**src/rtl/ps2_pkg.sv**
```systemverilog
// rtl/ps2_pkg.sv - shared PS/2 receiver types, constants and parity helper
package ps2_pkg;

    typedef enum logic [1:0] {
        ST_IDLE   = 2'd0,
        ST_DATA   = 2'd1,
        ST_PARITY = 2'd2,
        ST_STOP   = 2'd3
    } ps2_state_t;

    localparam logic [7:0] PS2_EXT_CODE   = 8'hE0;
    localparam logic [7:0] PS2_BRK_CODE   = 8'hF0;
    localparam int         PS2_FRAME_BITS = 11;
    localparam int         PS2_DATA_BITS  = 8;

    // PS/2 uses odd parity: data bits plus parity bit must hold an odd number of ones.
    function automatic logic odd_parity_ok(input logic [7:0] data, input logic parity);
        return ^{data, parity};
    endfunction

endpackage

```
**src/rtl/ps2_sync_filter.sv**
```systemverilog
// rtl/ps2_sync_filter.sv - 2-FF sync of PS/2 pins, clock deglitch filter and falling-edge strobe
module ps2_sync_filter #(
    parameter int FILTER_LEN = 8
) (
    input  logic clk,
    input  logic rst,
    input  logic i_ps2_clk,
    input  logic i_ps2_data,
    output logic o_fe,
    output logic o_data
);

    localparam int CW = $clog2(FILTER_LEN + 1);

    logic          r_clk_s1;
    logic          r_clk_s2;
    logic          r_dat_s1;
    logic          r_dat_s2;
    logic          r_filt;
    logic          r_filt_prev;
    logic [CW-1:0] r_cnt;

    always_ff @(posedge clk) begin
        if (rst) begin
            r_clk_s1    <= 1'b1;
            r_clk_s2    <= 1'b1;
            r_dat_s1    <= 1'b1;
            r_dat_s2    <= 1'b1;
            r_filt      <= 1'b1;
            r_filt_prev <= 1'b1;
            r_cnt       <= '0;
        end else begin
            r_clk_s1    <= i_ps2_clk;
            r_clk_s2    <= r_clk_s1;
            r_dat_s1    <= i_ps2_data;
            r_dat_s2    <= r_dat_s1;
            r_filt_prev <= r_filt;
            // The filtered clock only follows after FILTER_LEN consecutive differing samples.
            if (r_clk_s2 == r_filt) begin
                r_cnt <= '0;
            end else if (r_cnt == CW'(FILTER_LEN - 1)) begin
                r_filt <= r_clk_s2;
                r_cnt  <= '0;
            end else begin
                r_cnt <= r_cnt + 1'b1;
            end
        end
    end

    assign o_fe   = r_filt_prev & ~r_filt;
    assign o_data = r_dat_s2;

endmodule

```
**src/rtl/ps2_rx.sv**
```systemverilog
// rtl/ps2_rx.sv - PS/2 keyboard receiver emitting make/break key events with E0/F0 prefixes stripped
// Optional parity enforcement: define PS2_PARITY_CHECK_EN.
module ps2_rx
    import ps2_pkg::*;
#(
    parameter int FILTER_LEN  = 8,
    parameter int TIMEOUT_CYC = 5000
) (
    input  logic       clk,
    input  logic       rst,
    input  logic       ps2_clk,
    input  logic       ps2_data,
    output logic [7:0] code_o,
    output logic       code_valid_o,
    output logic       ext_o,
    output logic       brk_o,
    output logic       frame_err_o,
    output logic       busy_o
);

    localparam int TW = $clog2(TIMEOUT_CYC + 1);

    logic        w_fe;
    logic        w_data;
    logic        w_par_ok;
    logic        w_shift_en;
    logic        w_stop_fe;
    logic        w_timeout_hit;

    ps2_state_t  r_state;
    ps2_state_t  w_state_next;
    logic [2:0]  r_bit_cnt;
    logic [7:0]  r_shift;
    logic [TW-1:0] r_to_cnt;
    logic        r_ext;
    logic        r_brk;
    logic [7:0]  r_code;
    logic        r_code_valid;
    logic        r_ext_o;
    logic        r_brk_o;
    logic        r_frame_err;

    ps2_sync_filter #(
        .FILTER_LEN (FILTER_LEN)
    ) u_sync_filter (
        .clk        (clk),
        .rst        (rst),
        .i_ps2_clk  (ps2_clk),
        .i_ps2_data (ps2_data),
        .o_fe       (w_fe),
        .o_data     (w_data)
    );

`ifdef PS2_PARITY_CHECK_EN
    logic r_parity;

    always_ff @(posedge clk) begin
        if (rst) begin
            r_parity <= 1'b0;
        end else if (r_state == ST_PARITY && w_fe) begin
            r_parity <= w_data;
        end
    end

    assign w_par_ok = odd_parity_ok(r_shift, r_parity);
`else
    assign w_par_ok = 1'b1;
`endif

    // A falling edge in the same cycle as expiry keeps the frame alive.
    assign w_timeout_hit = (r_state != ST_IDLE) && !w_fe
                           && (r_to_cnt == TW'(TIMEOUT_CYC - 1));

    always_comb begin
        w_state_next = r_state;
        w_shift_en   = 1'b0;
        w_stop_fe    = 1'b0;
        case (r_state)
            ST_IDLE: begin
                if (w_fe && !w_data) begin
                    w_state_next = ST_DATA;
                end
            end
            ST_DATA: begin
                if (w_fe) begin
                    w_shift_en = 1'b1;
                    if (r_bit_cnt == 3'(PS2_DATA_BITS - 1)) begin
                        w_state_next = ST_PARITY;
                    end
                end
            end
            ST_PARITY: begin
                if (w_fe) begin
                    w_state_next = ST_STOP;
                end
            end
            ST_STOP: begin
                if (w_fe) begin
                    w_stop_fe    = 1'b1;
                    w_state_next = ST_IDLE;
                end
            end
            default: w_state_next = ST_IDLE;
        endcase
        if (w_timeout_hit) begin
            w_state_next = ST_IDLE;
        end
    end

    always_ff @(posedge clk) begin
        if (rst) begin
            r_state <= ST_IDLE;
        end else begin
            r_state <= w_state_next;
        end
    end

    always_ff @(posedge clk) begin
        if (rst) begin
            r_bit_cnt    <= '0;
            r_shift      <= '0;
            r_to_cnt     <= '0;
            r_ext        <= 1'b0;
            r_brk        <= 1'b0;
            r_code       <= '0;
            r_code_valid <= 1'b0;
            r_ext_o      <= 1'b0;
            r_brk_o      <= 1'b0;
            r_frame_err  <= 1'b0;
        end else begin
            r_code_valid <= 1'b0;
            r_frame_err  <= 1'b0;

            if (r_state == ST_IDLE) begin
                r_bit_cnt <= '0;
            end else if (w_shift_en) begin
                r_bit_cnt <= r_bit_cnt + 1'b1;
            end

            if (w_shift_en) begin
                r_shift[r_bit_cnt] <= w_data;
            end

            if (r_state == ST_IDLE || w_fe) begin
                r_to_cnt <= '0;
            end else begin
                r_to_cnt <= r_to_cnt + 1'b1;
            end

            if (w_stop_fe) begin
                if (w_data && w_par_ok) begin
                    if (r_shift == PS2_EXT_CODE) begin
                        r_ext <= 1'b1;
                    end else if (r_shift == PS2_BRK_CODE) begin
                        r_brk <= 1'b1;
                    end else begin
                        r_code       <= r_shift;
                        r_ext_o      <= r_ext;
                        r_brk_o      <= r_brk;
                        r_code_valid <= 1'b1;
                        r_ext        <= 1'b0;
                        r_brk        <= 1'b0;
                    end
                end else begin
                    r_frame_err <= 1'b1;
                    r_ext       <= 1'b0;
                    r_brk       <= 1'b0;
                end
            end

            if (w_timeout_hit) begin
                r_frame_err <= 1'b1;
                r_ext       <= 1'b0;
                r_brk       <= 1'b0;
            end
        end
    end

    assign code_o       = r_code;
    assign code_valid_o = r_code_valid;
    assign ext_o        = r_ext_o;
    assign brk_o        = r_brk_o;
    assign frame_err_o  = r_frame_err;
    assign busy_o       = (r_state != ST_IDLE);

endmodule
```
**config.mk**
```make
export PLATFORM = sky130hd
export DESIGN_NAME = ps2_rx
export DESIGN_NICKNAME = d
export VERILOG_FILES = /design/src/rtl/ps2_pkg.sv /design/src/rtl/ps2_sync_filter.sv /design/src/rtl/ps2_rx.sv
export SDC_FILE = /design/constraint.sdc
export NUM_CORES = 1
export LEC_CHECK = 0
export CAP_MARGIN = 20
export CORE_AREA = 4 4 72 74
export CTS_CLUSTER_DIAMETER = 50
export DETAILED_ROUTE_END_ITERATION = 16
export DIE_AREA = 0 0 76 78
export PLACE_DENSITY_LB_ADDON = 0.12
export SLEW_MARGIN = 20
export SYNTH_ARGS = -nofsm -noshare
export SYNTH_HDL_FRONTEND = slang
export SYNTH_SLANG_ARGS = --single-unit
```
**constraint.sdc**
```tcl
create_clock -name clk -period 2 [get_ports clk]
set_input_delay 0.2 -clock clk [delete_from_list [all_inputs] [get_ports clk]]
set_output_delay 0.2 -clock clk [all_outputs]
set_load 0.005 [all_outputs]
```
==> impl_metrics.tcl <==
set metrics [dict create \
    fp.coreArea_sq_um 4600 \
    overflow 0 \
    final_max_slew_viol_count 0 \
    rows 25 \
    maxCapViolCount 0 \
    cts-buffers-inserted 5 \
    drt_wl_total_um 3720 \
    syn_area_sq_um 2190 \
    postPlaceCellArea_sq_um 2410 \
    placedCellCount 287 \
    htreeDepth 2 \
    antenna_cells 0 \
    start_kind "register" \
    layout.cells.non_filler 295 \
    areaGrowthSynthToFinish_pct 15.5 \
    setup_tns_ps 0 \
    min_path_type "reg -> reg" \
    final_area_sq_um 2530 \
    cp-end-kind "primary output" \
    max_slew.worst_pin.slew_ps 466 \
    hold_viol_final 0 \
    total_power_mw 1.90 \
    die_area_sq_um 5930 \
    antenna_found_initial 0 \
    place.gp.congestion 0.784 \
    cts.path.max_buffers 2 \
    slew_headroom 0.689 \
    fmax_mhz 543 \
    dpl_worst_slack_ps 180 \
    cp.required_ps 1800 \
    syn_inst 220 \
    worst_ep_arrival_time_ps 1640 \
    use_met3 0.0406 \
    grt_use_met1 0.167 \
    hold_slack_ps 415 \
    via_count 1529 \
    cts_tree "yes" \
    async_reset_ff_frac 0 \
    yosys_warnings 0 \
    clk_pin_slew_ps 90 \
    clock_latency_ps 300 \
    avgViaCountPerCell 5.18 \
    drc 0 \
    status "completed" \
    postLayoutCoreUtil 0.551 \
    synth_area_per_cell_sq_um 9.97 \
    final_common_cell "dfxtp_1" \
    grt_max_degree 26 \
    io_pins 17 \
    dieWidth_um 76 \
    path_class "reg -> out" \
    place_hpwl_um 2640 \
    cp_max_fo 6 \
    ir_drop_v 0.000657 \
    start_util 0.477 \
    ys_types 44 \
    synth_edf_count 0 \
    root_buffer "clkbuf_8" \
    finalSetupViolCount 0 \
    drive_above_1_share 0.145 \
    leakagePower_nw 0.881 \
    use_met2 0.234 \
    post_cts_buffers 0 \
    clock_sinks 50 \
    grtUsageTotal 0.139 \
    busiest_layer "met2" \
    fin_skew_ps 6.81 \
    timing.final.crit_share 0.921 \
    synth-main-ff-cell "dfxtp_1" \
    ant_nets 0 \
    rsz0062_at_grt "no" \
    wl_per_cell_um 12.6 \
    synth_nets 233 \
    grt_pass1_wl_um 6780 \
    finalCriticalPeriod_ps 1840 \
    first_pass_iters 4 \
    io_buffers 16 \
    rr_worst_depth 5 \
    die_height_um 78 \
    power.density_nw_per_um2 749 \
    yosysSeqAreaShare 0.456 \
    grt_pass1_vias 1525 \
    whs_path_depth 1 \
    synth-seq-cells 50 \
    fin_nets 253 \
    setup_slack_ps 158 \
    initialDrtViolationCount 66 \
    mostFrequentLayoutCells "dfxtp_1, nor2_1, mux2i_1" \
]
[layer usage]
| metal | part of all wire | vias up |
|---|---|---|
| li1 | - | 803 |
| met5 | 0 | - |
| met1 | 0.48 | 710 |
| met2 | 0.49 | 12 |
| met3 | 0.022 | 4 |
| met4 | 0.012 | 0 |
[cell families (layout without fill, tap and decap cells)]
family / Yosys count / after routing / synth area share
buffers and inverters: 15 / 36 / 0.0331
flip-flops: 50 / 50 / 0.456
XOR/XNOR: 11 / 11 / 0.0439
AND/OR/NAND/NOR: 94 / 94 / 0.269
AO/OA/AOI/OAI: 22 / 22 / 0.0599
multiplexers: 19 / 19 / 0.0867
adder cells (fa/ha/maj): 9 / 9 / 0.0513
[layout make-up]
| cell class | count | area [sq um] |
|---|---|---|
| timing repair buffer | 21 | 198 |
| tap | 54 | 67.6 |
| sequential | 50 | 1000 |
| clock buffer | 8 | 110 |
| multi-input combinational | 155 | 1130 |
| fill | 424 | 2070 |
| inverter | 7 | 26.3 |
[cells in the mapped netlist, types with 3 or more instances]
master     n  area (sq um)
a31oi_1    3          18.8
nand3_1    6          30.0
a21oi_1    8          40.0
nor2_1    30           113
xnor2_1    7          61.3
nor3_1    11          55.1
nand2_1    7          26.3
or3_1      5          31.3
clkbuf_1   5          18.8
mux2i_1   19           190
xor2_1     4          35.0
o21ai_0    6          30.0
nor4_1     3          18.8
inv_1      7          26.3
nor2b_1    3          18.8
ha_1       9           113
dfxtp_1   50          1000
or2_2      5          31.3
[critical path: stages, from the launching register on]
cell             delay (ps)
dfxtp_1                 380
inv_1                   100
ha_2                    240
inv_1                   110
clkdlybuf4s50_1         520
[worst paths after layout]
check / start / endpoint / slack, ps
hold reg to reg: u_sync_filter.r_clk_s1$_SDFF_PP1_ / u_sync_filter.r_clk_s2$_SDFF_PP1_ / 420
setup reg to reg: r_state[0]$_SDFFE_PP0P_ / code_o[2]$_SDFFE_PP0P_ / 330
setup / recovery: r_state[0]$_SDFFE_PP0P_ / busy_o / 160
hold / removal: u_sync_filter.r_clk_s1$_SDFF_PP1_ / u_sync_filter.r_clk_s2$_SDFF_PP1_ / 420
[repair_timing]
| action | in CTS | in global routing |
|---|---|---|
| gates resized for setup | 0 | 2 |
| endpoints found under the setup margin | 0 | 3 |
| hold endpoints to repair | 0 | 0 |
| hold buffers | 0 | 0 |
[state kept, by name, indices dropped and copies added, names as in the netlist]
signal	count
u_sync_filter.r_dat_s1	1
code_o	8
brk_o	1
u_sync_filter.r_clk_s2	1
u_sync_filter.r_filt_prev	1
u_sync_filter.r_clk_s1	1
u_sync_filter.o_data	1
r_to_cnt	13
frame_err_o	1
r_shift	8
u_sync_filter.r_filt	1
u_sync_filter.r_cnt	4
r_ext	1
r_bit_cnt	3
r_brk	1
r_state	2
code_valid_o	1
ext_o	1
[power by group]
group | internal [mW] | leakage [nW] | switching, mW
clock network | 0.350 | 0.0575 | 0.319
registers | 1.01 | 0.404 | 0.0150
logic | 0.0823 | 0.420 | 0.119
total | 1.44 | 0.881 | 0.452
(Power assumes the default switching activity.)
